===== config.mk =====
export PLATFORM = sky130hd
export DESIGN_NAME = lsu_mem_if
export DESIGN_NICKNAME = d
export VERILOG_FILES = /design/src/rtl/riscv_pkg.sv /design/src/rtl/lsu_be_gen.sv /design/src/rtl/lsu_mem_if.sv
export SDC_FILE = /design/constraint.sdc
export NUM_CORES = 1
export LEC_CHECK = 0
export CORE_ASPECT_RATIO = 2
export CORE_UTILIZATION = 37
export DETAILED_ROUTE_END_ITERATION = 6
export PLACE_DENSITY_LB_ADDON = 0.12
export SLEW_MARGIN = 10
export SYNTH_ARGS = -nofsm -noshare
export SYNTH_HDL_FRONTEND = slang
export SYNTH_SLANG_ARGS = --single-unit
export TNS_END_PERCENT = 5

===== constraint.sdc =====
create_clock -name clk -period 1.6 [get_ports clk]
set_clock_uncertainty 0.05 [all_clocks]
set_input_delay 0.32 -clock clk [delete_from_list [all_inputs] [get_ports clk]]
set_output_delay 0.32 -clock clk [all_outputs]
set_load 0.05 [all_outputs]

===== src/rtl/riscv_pkg.sv =====
// riscv_pkg: shared RISC-V constants for the core datapath.
//   FUNCT3_*    : load/store access size and sign encodings.
//   lsu_state_t : sequencing states of the load/store memory interface.
package riscv_pkg;

  localparam logic [2:0] FUNCT3_B  = 3'b000;
  localparam logic [2:0] FUNCT3_H  = 3'b001;
  localparam logic [2:0] FUNCT3_W  = 3'b010;
  localparam logic [2:0] FUNCT3_BU = 3'b100;
  localparam logic [2:0] FUNCT3_HU = 3'b101;

  typedef enum logic [1:0] {
    LSU_IDLE = 2'd0,
    LSU_REQ  = 2'd1,
    LSU_WAIT = 2'd2,
    LSU_RESP = 2'd3
  } lsu_state_t;

endpackage


===== src/rtl/lsu_be_gen.sv =====
// lsu_be_gen: combinational byte-enable / store-data lane generator.
// Ports:
//   i_we          : 1 = store, 0 = load
//   i_funct3      : access size/sign
//   i_addr        : byte address (only [1:0] matter)
//   i_wdata       : store data, value in LSBs
//   o_be          : byte enables (zero for loads and faulting accesses)
//   o_wdata       : store data replicated across the byte lanes
//   o_misaligned  : access not naturally aligned for its size
//   o_illegal     : funct3 not supported for this direction
module lsu_be_gen
  import riscv_pkg::*;
(
  input  logic        i_we,
  input  logic [2:0]  i_funct3,
  input  logic [31:0] i_addr,
  input  logic [31:0] i_wdata,
  output logic [3:0]  o_be,
  output logic [31:0] o_wdata,
  output logic        o_misaligned,
  output logic        o_illegal
);

  logic [3:0] w_be_raw;

  always_comb begin
    w_be_raw     = 4'b0000;
    o_wdata      = i_wdata;
    o_misaligned = 1'b0;
    o_illegal    = 1'b0;
    case (i_funct3)
      FUNCT3_B: begin
        w_be_raw = 4'b0001 << i_addr[1:0];
        o_wdata  = {4{i_wdata[7:0]}};
      end
      FUNCT3_H: begin
        w_be_raw     = 4'b0011 << {i_addr[1], 1'b0};
        o_wdata      = {2{i_wdata[15:0]}};
        o_misaligned = i_addr[0];
      end
      FUNCT3_W: begin
        w_be_raw     = 4'b1111;
        o_misaligned = |i_addr[1:0];
      end
      // Unsigned variants exist only for loads; a store with them is illegal
      // and is not additionally reported as misaligned.
      FUNCT3_BU: begin
        o_illegal = i_we;
      end
      FUNCT3_HU: begin
        o_illegal    = i_we;
        o_misaligned = ~i_we & i_addr[0];
      end
      default: begin
        o_illegal = 1'b1;
      end
    endcase
    // Loads read the whole word; faulting accesses never reach the bus.
    o_be = (i_we && !o_illegal && !o_misaligned) ? w_be_raw : 4'b0000;
  end

endmodule


===== src/rtl/lsu_mem_if.sv =====
// lsu_mem_if: load/store unit to data-memory bus adapter.
// Accepts one request at a time from the pipeline, checks alignment and
// funct3 legality, issues a single word-aligned bus request (req/gnt
// handshake, then rvalid for loads) and returns a one-cycle completion
// pulse carrying the raw read word for the downstream load slicer.
// Ports:
//   clk, rst_n                   : clock, asynchronous active-low reset
//   req_valid/req_ready          : request handshake from the pipeline
//   req_we/req_funct3/req_addr/req_wdata : captured request fields
//   dmem_req/dmem_gnt            : bus request / grant
//   dmem_addr/we/be/wdata        : bus command, stable while dmem_req waits
//   dmem_rvalid/dmem_rdata       : bus read return
//   rsp_valid                    : one-cycle completion pulse
//   rsp_rdata/d_select/funct3    : raw word, addr[1:0], captured funct3
//   rsp_misaligned/rsp_illegal   : fault flags, valid with rsp_valid
//   busy                         : pipeline stall request
module lsu_mem_if
  import riscv_pkg::*;
(
  input  logic        clk,
  input  logic        rst_n,
  input  logic        req_valid,
  output logic        req_ready,
  input  logic        req_we,
  input  logic [2:0]  req_funct3,
  input  logic [31:0] req_addr,
  input  logic [31:0] req_wdata,
  output logic        dmem_req,
  input  logic        dmem_gnt,
  output logic [31:0] dmem_addr,
  output logic        dmem_we,
  output logic [3:0]  dmem_be,
  output logic [31:0] dmem_wdata,
  input  logic        dmem_rvalid,
  input  logic [31:0] dmem_rdata,
  output logic        rsp_valid,
  output logic [31:0] rsp_rdata,
  output logic [1:0]  rsp_d_select,
  output logic [2:0]  rsp_funct3,
  output logic        rsp_misaligned,
  output logic        rsp_illegal,
  output logic        busy
);

  lsu_state_t  r_state;
  logic        r_we;
  logic [2:0]  r_funct3;
  logic [31:0] r_addr;
  logic [3:0]  r_be;
  logic [31:0] r_wdata;
  logic        r_mis;
  logic        r_ill;
  logic [31:0] r_rdata;

  logic [3:0]  w_be;
  logic [31:0] w_wdata;
  logic        w_mis;
  logic        w_ill;

  // Lane/fault generation is done on the incoming request so the bus command
  // is registered at accept and stays stable until granted.
  lsu_be_gen u_be_gen (
    .i_we         (req_we),
    .i_funct3     (req_funct3),
    .i_addr       (req_addr),
    .i_wdata      (req_wdata),
    .o_be         (w_be),
    .o_wdata      (w_wdata),
    .o_misaligned (w_mis),
    .o_illegal    (w_ill)
  );

  always_ff @(posedge clk or negedge rst_n) begin
    if (!rst_n) begin
      r_state  <= LSU_IDLE;
      r_we     <= 1'b0;
      r_funct3 <= 3'b000;
      r_addr   <= 32'h0;
      r_be     <= 4'b0000;
      r_wdata  <= 32'h0;
      r_mis    <= 1'b0;
      r_ill    <= 1'b0;
      r_rdata  <= 32'h0;
    end else begin
      case (r_state)
        LSU_IDLE: begin
          if (req_valid) begin
            r_we     <= req_we;
            r_funct3 <= req_funct3;
            r_addr   <= req_addr;
            r_be     <= w_be;
            r_wdata  <= w_wdata;
            r_mis    <= w_mis;
            r_ill    <= w_ill;
            r_rdata  <= 32'h0;
            r_state  <= (w_mis || w_ill) ? LSU_RESP : LSU_REQ;
          end
        end
        LSU_REQ: begin
          if (dmem_gnt) begin
            r_state <= r_we ? LSU_RESP : LSU_WAIT;
          end
        end
        LSU_WAIT: begin
          if (dmem_rvalid) begin
            r_rdata <= dmem_rdata;
            r_state <= LSU_RESP;
          end
        end
        LSU_RESP: begin
          r_state <= LSU_IDLE;
        end
        default: begin
          r_state <= LSU_IDLE;
        end
      endcase
    end
  end

  assign req_ready      = (r_state == LSU_IDLE);
  assign busy           = (r_state == LSU_REQ) || (r_state == LSU_WAIT) ||
                          ((r_state == LSU_IDLE) && req_valid);

  assign dmem_req       = (r_state == LSU_REQ);
  assign dmem_addr      = {r_addr[31:2], 2'b00};
  assign dmem_we        = dmem_req & r_we;
  assign dmem_be        = dmem_req ? r_be : 4'b0000;
  assign dmem_wdata     = r_wdata;

  assign rsp_valid      = (r_state == LSU_RESP);
  assign rsp_rdata      = r_rdata;
  assign rsp_d_select   = r_addr[1:0];
  assign rsp_funct3     = r_funct3;
  assign rsp_misaligned = rsp_valid & r_mis;
  assign rsp_illegal    = rsp_valid & r_ill;

endmodule

Word level (Yosys, flattened, before mapping)
Cells that the tools add are included.
{ "word_totals": {"register_bits": 108, "word_cells": 58} }
{ "classes": {"n_eq_ne": 10, "n_shift": 2, "n_mux": 15, "n_bitwise": 5, "reduce_logical": 17} }
{ "op_table": {"columns": ["cell", "count"], "rows": [
  ["one-hot mux 32 bit (2 select lines)", 2],
  ["two-way mux 32 bit", 2],
  ["one-hot mux 4 bit (3 select lines)", 1],
  ["two-way mux 2 bit", 4],
  ["two-way mux 4 bit", 2],
  ["one-hot mux 2 bit (4 select lines)", 1],
  ["equality test 3 bit, second input constant", 2],
  ["AND reduction 3 bit", 2],
  ["AND 1 bit", 4],
  ["equality test 2 bit, second input constant", 2],
  ["inequality test 2 bit, second input constant", 2],
  ["OR reduction 2 bit", 2],
  ["<< shifter 1 x 2 -> 4 bit, first input constant", 1],
  ["<< shifter 2 x 2 -> 4 bit, first input constant", 1],
  ["equality test 3 x 1 -> 1 bit, second input constant", 1],
  ["equality test 3 x 2 -> 1 bit, second input constant", 1],
  ["logical AND 1 bit", 3],
  ["logical NOT 3 bit", 1],
  ["logical OR 1 bit", 3],
  ["one-hot mux 1 bit (3 select lines)", 1],
  ["OR reduction 3 bit", 1],
  ["equality test 2 x 1 -> 1 bit, second input constant", 1],
  ["logical NOT 1 bit", 2],
  ["logical NOT 2 bit", 1],
  ["6 further kinds", 6]
]} }

Depth between registers and ports, before layout
{ "depth": {"ltp_word": 7, "ltp_mapped": 8, "mapped_depth_nobuf": 5} }

Modules after synthesis
A second synthesis with hierarchy kept.
{ "hier_totals": {"hier_cells": 340, "hier_area_um2": 4793.3} }
{ "modules_own_cells": {"columns": ["mod", "n_inst", "cells_each", "area_per_inst_um2"], "rows": [
  ["lsu_mem_if", 1, 264, 4212.8],
  ["lsu_be_gen", 1, 76, 580.6]
]} }

Worst setup path after synthesis
Ideal clock, no wire load.
{ "synth_timing": {"path_kind": "flip-flop to output port", "start": "reg r_state[0]", "end": "out busy", "arrival_time_ps": 1929, "setup_slack_ps": -699, "stages_incl_launch_ff": 7, "n_path_buf": 2, "path_cell_list": "dfrtp_1 > inv_1 > ha_1 > buf_2 > nand2_1 > clkbuf_1 > nand2_1"} }
{ "synth_between": {"elab_chain_len": 3, "elab_cells_between_ends": 6} }
{ "synth_lines": {"columns": ["item", "line_no", "rtl"], "rows": [
  ["from (decl)", "lsu_mem_if.sv:45", "lsu_state_t r_state;"],
  ["from (signal assigned)", "lsu_mem_if.sv:96", "r_state <= (w_mis || w_ill) ? LSU_RESP : LSU_REQ;"],
  ["from (signal assigned)", "lsu_mem_if.sv:101", "r_state <= r_we ? LSU_RESP : LSU_WAIT;"],
  ["logical NOT 2 bit", null, null],
  ["via req_ready", "lsu_mem_if.sv:23", "output logic req_ready,"],
  ["logical AND 1 bit", "lsu_mem_if.sv:122", "((r_state == LSU_IDLE) && req_valid);"],
  ["logical OR 1 bit", "lsu_mem_if.sv:121", "assign busy = (r_state == LSU_REQ) || (r_state == LSU_WAIT) ||"],
  ["to (decl)", "lsu_mem_if.sv:42", "output logic busy"]
]} }
The timed path passes the listed nets, and every way through them passes these cells.

Final worst setup path
{ "layout_timing": {"start": "reg r_state[1]", "end": "out dmem_be[3]"} }
{ "layout_between": {"elab_chain_len": 2} }
{ "layout_lines": {"columns": ["item", "line_no", "rtl"], "rows": [
  ["equality test 2 x 1 -> 1 bit", "lsu_mem_if.sv:124", "assign dmem_req = (r_state == LSU_REQ);"],
  ["two-way mux 4 bit", "lsu_mem_if.sv:127", "assign dmem_be = dmem_req ? r_be : 4'b0000;"],
  ["to (decl)", "lsu_mem_if.sv:32", "output logic [3:0] dmem_be,"]
]} }
No other way between the ends.

==> flow_metrics.py <==
metrics = {
    "run": {
        "max-cap-violations": 0,
    },
    "setup_path": {
        "crit_fanout": 7,
        "worstSetupStartpoint": "r_state[1]$_DFFE_PN0P_",
        "worstSetupStartpointType": "register",
        "worstPathRequired_ns": 1.23,
        "end_kind": "output port",
        "r2r_start": "r_state[1]$_DFFE_PN0P_",
        "arrival_ns": 1.36,
        "worstSetupPathType": "register to output port",
        "rrSetupSlack_ns": -0.13,
    },
    "synth": {
        "synthCells": 356,
        "synth_edf_count": 0,
        "avgSynthCellArea_sq_um": 12.9,
        "ys_seq_elements": 108,
        "ys.warnings.count": 0,
        "synth_ff_type": "dfrtp_1",
        "async_reset_ff_share_pct": 100,
        "synth_seq_area_share_pct": 58.8,
        "syn_area_sq_um": 4600,
        "ys_types": 34,
    },
    "clock_tree": {
        "htreeDepth": 3,
        "clock_latency_ns": 0.34,
        "numClockSinks": 108,
        "numCtsBuffers": 9,
        "cts-root-buf": "clkbuf_16",
        "cts_buffer_depth": 2,
        "cts.clk_slew.worst_paths_ns": 0.08,
        "cts_tree": "yes",
    },
    "final_layout": {
        "area_delta_synth_final_pct": 93.3,
        "drive_gt1_share_pct": 41.9,
        "final_cell_mix": "120 x buf_12, 108 x dfrtp_1, 103 x clkdlybuf4s50_1",
        "antennaDiodeCount": 0,
        "final_common_cell": "buf_12",
        "final_nets": 715,
    },
    "global_route": {
        "antenna_found_initial": 0,
        "grt_pass1_wl_mm": 22.0,
        "grt_pass1_vias": 4167,
        "grt-ovfl-total": 0,
        "grt_max_degree": 40,
        "grt_use_total_pct": 22.6,
    },
    "sta": {
        "post-route-period-util_pct": 108,
        "drv_slew": 0,
        "layout_setup_ws_ns": -0.132,
        "rsz0062_at_grt": "true",
        "finalCriticalPeriod_ns": 1.73,
        "max_freq_ghz": 0.577,
        "hold_viol": 0,
        "setup-violations-final": 75,
    },
    "run_status": {
        "violations": "setup timing",
        "status": "finished, violations left",
    },
    "floorplanning": {
        "die-width_um": 80.8,
        "ios": 217,
        "initial_core_util_pct": 37.9,
        "num_rows": 57,
        "die_y_um": 160,
        "fp.dieArea_sq_um": 12900,
        "core_area_sq_um": 12100,
    },
    "power": {
        "p_total_w": 0.0214,
        "peakVddDrop_v": 0.00140,
        "p_per_area_nw_per_um2": 2410,
        "cellLeakagePower_nw": 3.94,
    },
    "drt": {
        "routed_wirelength_mm": 14.0,
        "drc_errors": 0,
        "drtPass1Iterations": 4,
        "ant_nets": 0,
        "vias": 3831,
        "vias_per_cell": 5.05,
        "drt-initial-drc-count": 158,
        "wl_per_cell_um": 18.5,
    },
    "place": {
        "place_ws_ns": -0.324,
        "gp_congestion": 0.784,
        "port-buffer-count": 214,
        "dp_hpwl_mm": 10.7,
    },
    "worst_hold_path": {
        "hold_class": "input port to async pin",
    },
}
==> worst max-delay path, cell delays in order (launching register included) <==
cell     delay [ns]
dfrtp_1        0.42
inv_2          0.11
ha_4           0.19
and2_4         0.16
buf_12         0.13
==> synthesized netlist by cell type (5+ instances only) <==
library cell | number | share of area, %
dfrtp_1 | 108 | 59
a22o_1 | 32 | 6.1
nand2_1 | 32 | 2.6
o21ai_1 | 8 | 0.87
nor2_1 | 5 | 0.41
a21oi_1 | 5 | 0.54
buf_2 | 10 | 1.1
buf_4 | 8 | 1.3
and2_1 | 8 | 1.1
mux2_2 | 52 | 13
clkbuf_1 | 6 | 0.49
o21ai_0 | 22 | 2.4
mux2i_1 | 24 | 5.2
==> flip-flops by register name, indices dropped and copies added, names as in the netlist <==
| register | count |
|---|---|
| dmem_wdata | 32 |
| r_addr | 32 |
| rsp_rdata | 32 |
| r_be | 4 |
| rsp_funct3 | 3 |
| r_state | 2 |
| r_ill | 1 |
| r_mis | 1 |
| r_we | 1 |
==> area by class of cell <==
type | instances | area (sq um)
clock buffers | 9 | 225
clock inverters | 7 | 82.6
fillers | 854 | 3240
inverters | 4 | 15.0
multi-input cells | 218 | 1910
flip-flops and latches | 108 | 2700
well taps | 147 | 184
repair buffers | 265 | 3770
==> metal layers <==
layer  wire length [um]  global-route usage [%]
met1               4830                    24.0
met2               7850                    41.0
met3                896                    5.60
met4                462                    9.09
met5                  0                       0
==> kinds of logic after synthesis <==
group,after synthesis,share of synthesized area [%]
AND/OR/NAND/NOR,56,5.96
multiplexers,76,18.0
other,1,0.0816
buffers and inverters,31,3.95
flip-flops,108,58.8
adder cells (fa/ha/maj),4,1.09
AO/OA/AOI/OAI,80,12.1
==> worst paths after layout <==
| check | endpoint | depth (start not counted) |
|---|---|---|
| max | dmem_be[3] | 4 |
| min | r_addr[8]$_DFFE_PN0P_ | 2 |
| max in group asynchronous | rsp_rdata[13]$_DFFE_PN0P_ | 3 |
| min in group clk | r_ill$_DFFE_PN0P_ | 2 |
| max reg2reg | r_addr[7]$_DFFE_PN0P_ | 6 |
| min reg2reg | r_ill$_DFFE_PN0P_ | 2 |
==> where the power goes <==
| part | internal, W | switching [W] |
|---|---|---|
| clock | 0.00124 | 0.00106 |
| combinational | 0.00692 | 0.00682 |
| sequential | 0.00400 | 0.00136 |
| total | 0.0122 | 0.00924 |
==> per-stage QoR <==
step / instance area (sq um) / util (%) / hold WS (ns) / TNS, ns / std cells
global placement: 8340 / 68.8 / 0.201 / -11.74 / 734
CTS: 8780 / 72.4 / 0.383 / -3.22 / 756
finish: 8880 / 73.3 / 0.383 / -4.65 / 758
detailed placement: 8340 / 68.8 / 0.209 / -15.47 / 734
floorplan: 4660 / - / -0.0256 / -10.08 / 357
global route: 8880 / 73.3 / 0.404 / -6.96 / 758
==> timing repair <==
action,in CTS,in global routing
setup endpoints to repair,11,79
hold buffers,1,0
hold endpoints to repair,23,0
resized for setup,21,24
buffers inserted,5,2
gates cloned,0,0
pin swaps,3,3
(Power assumes the default switching activity.)
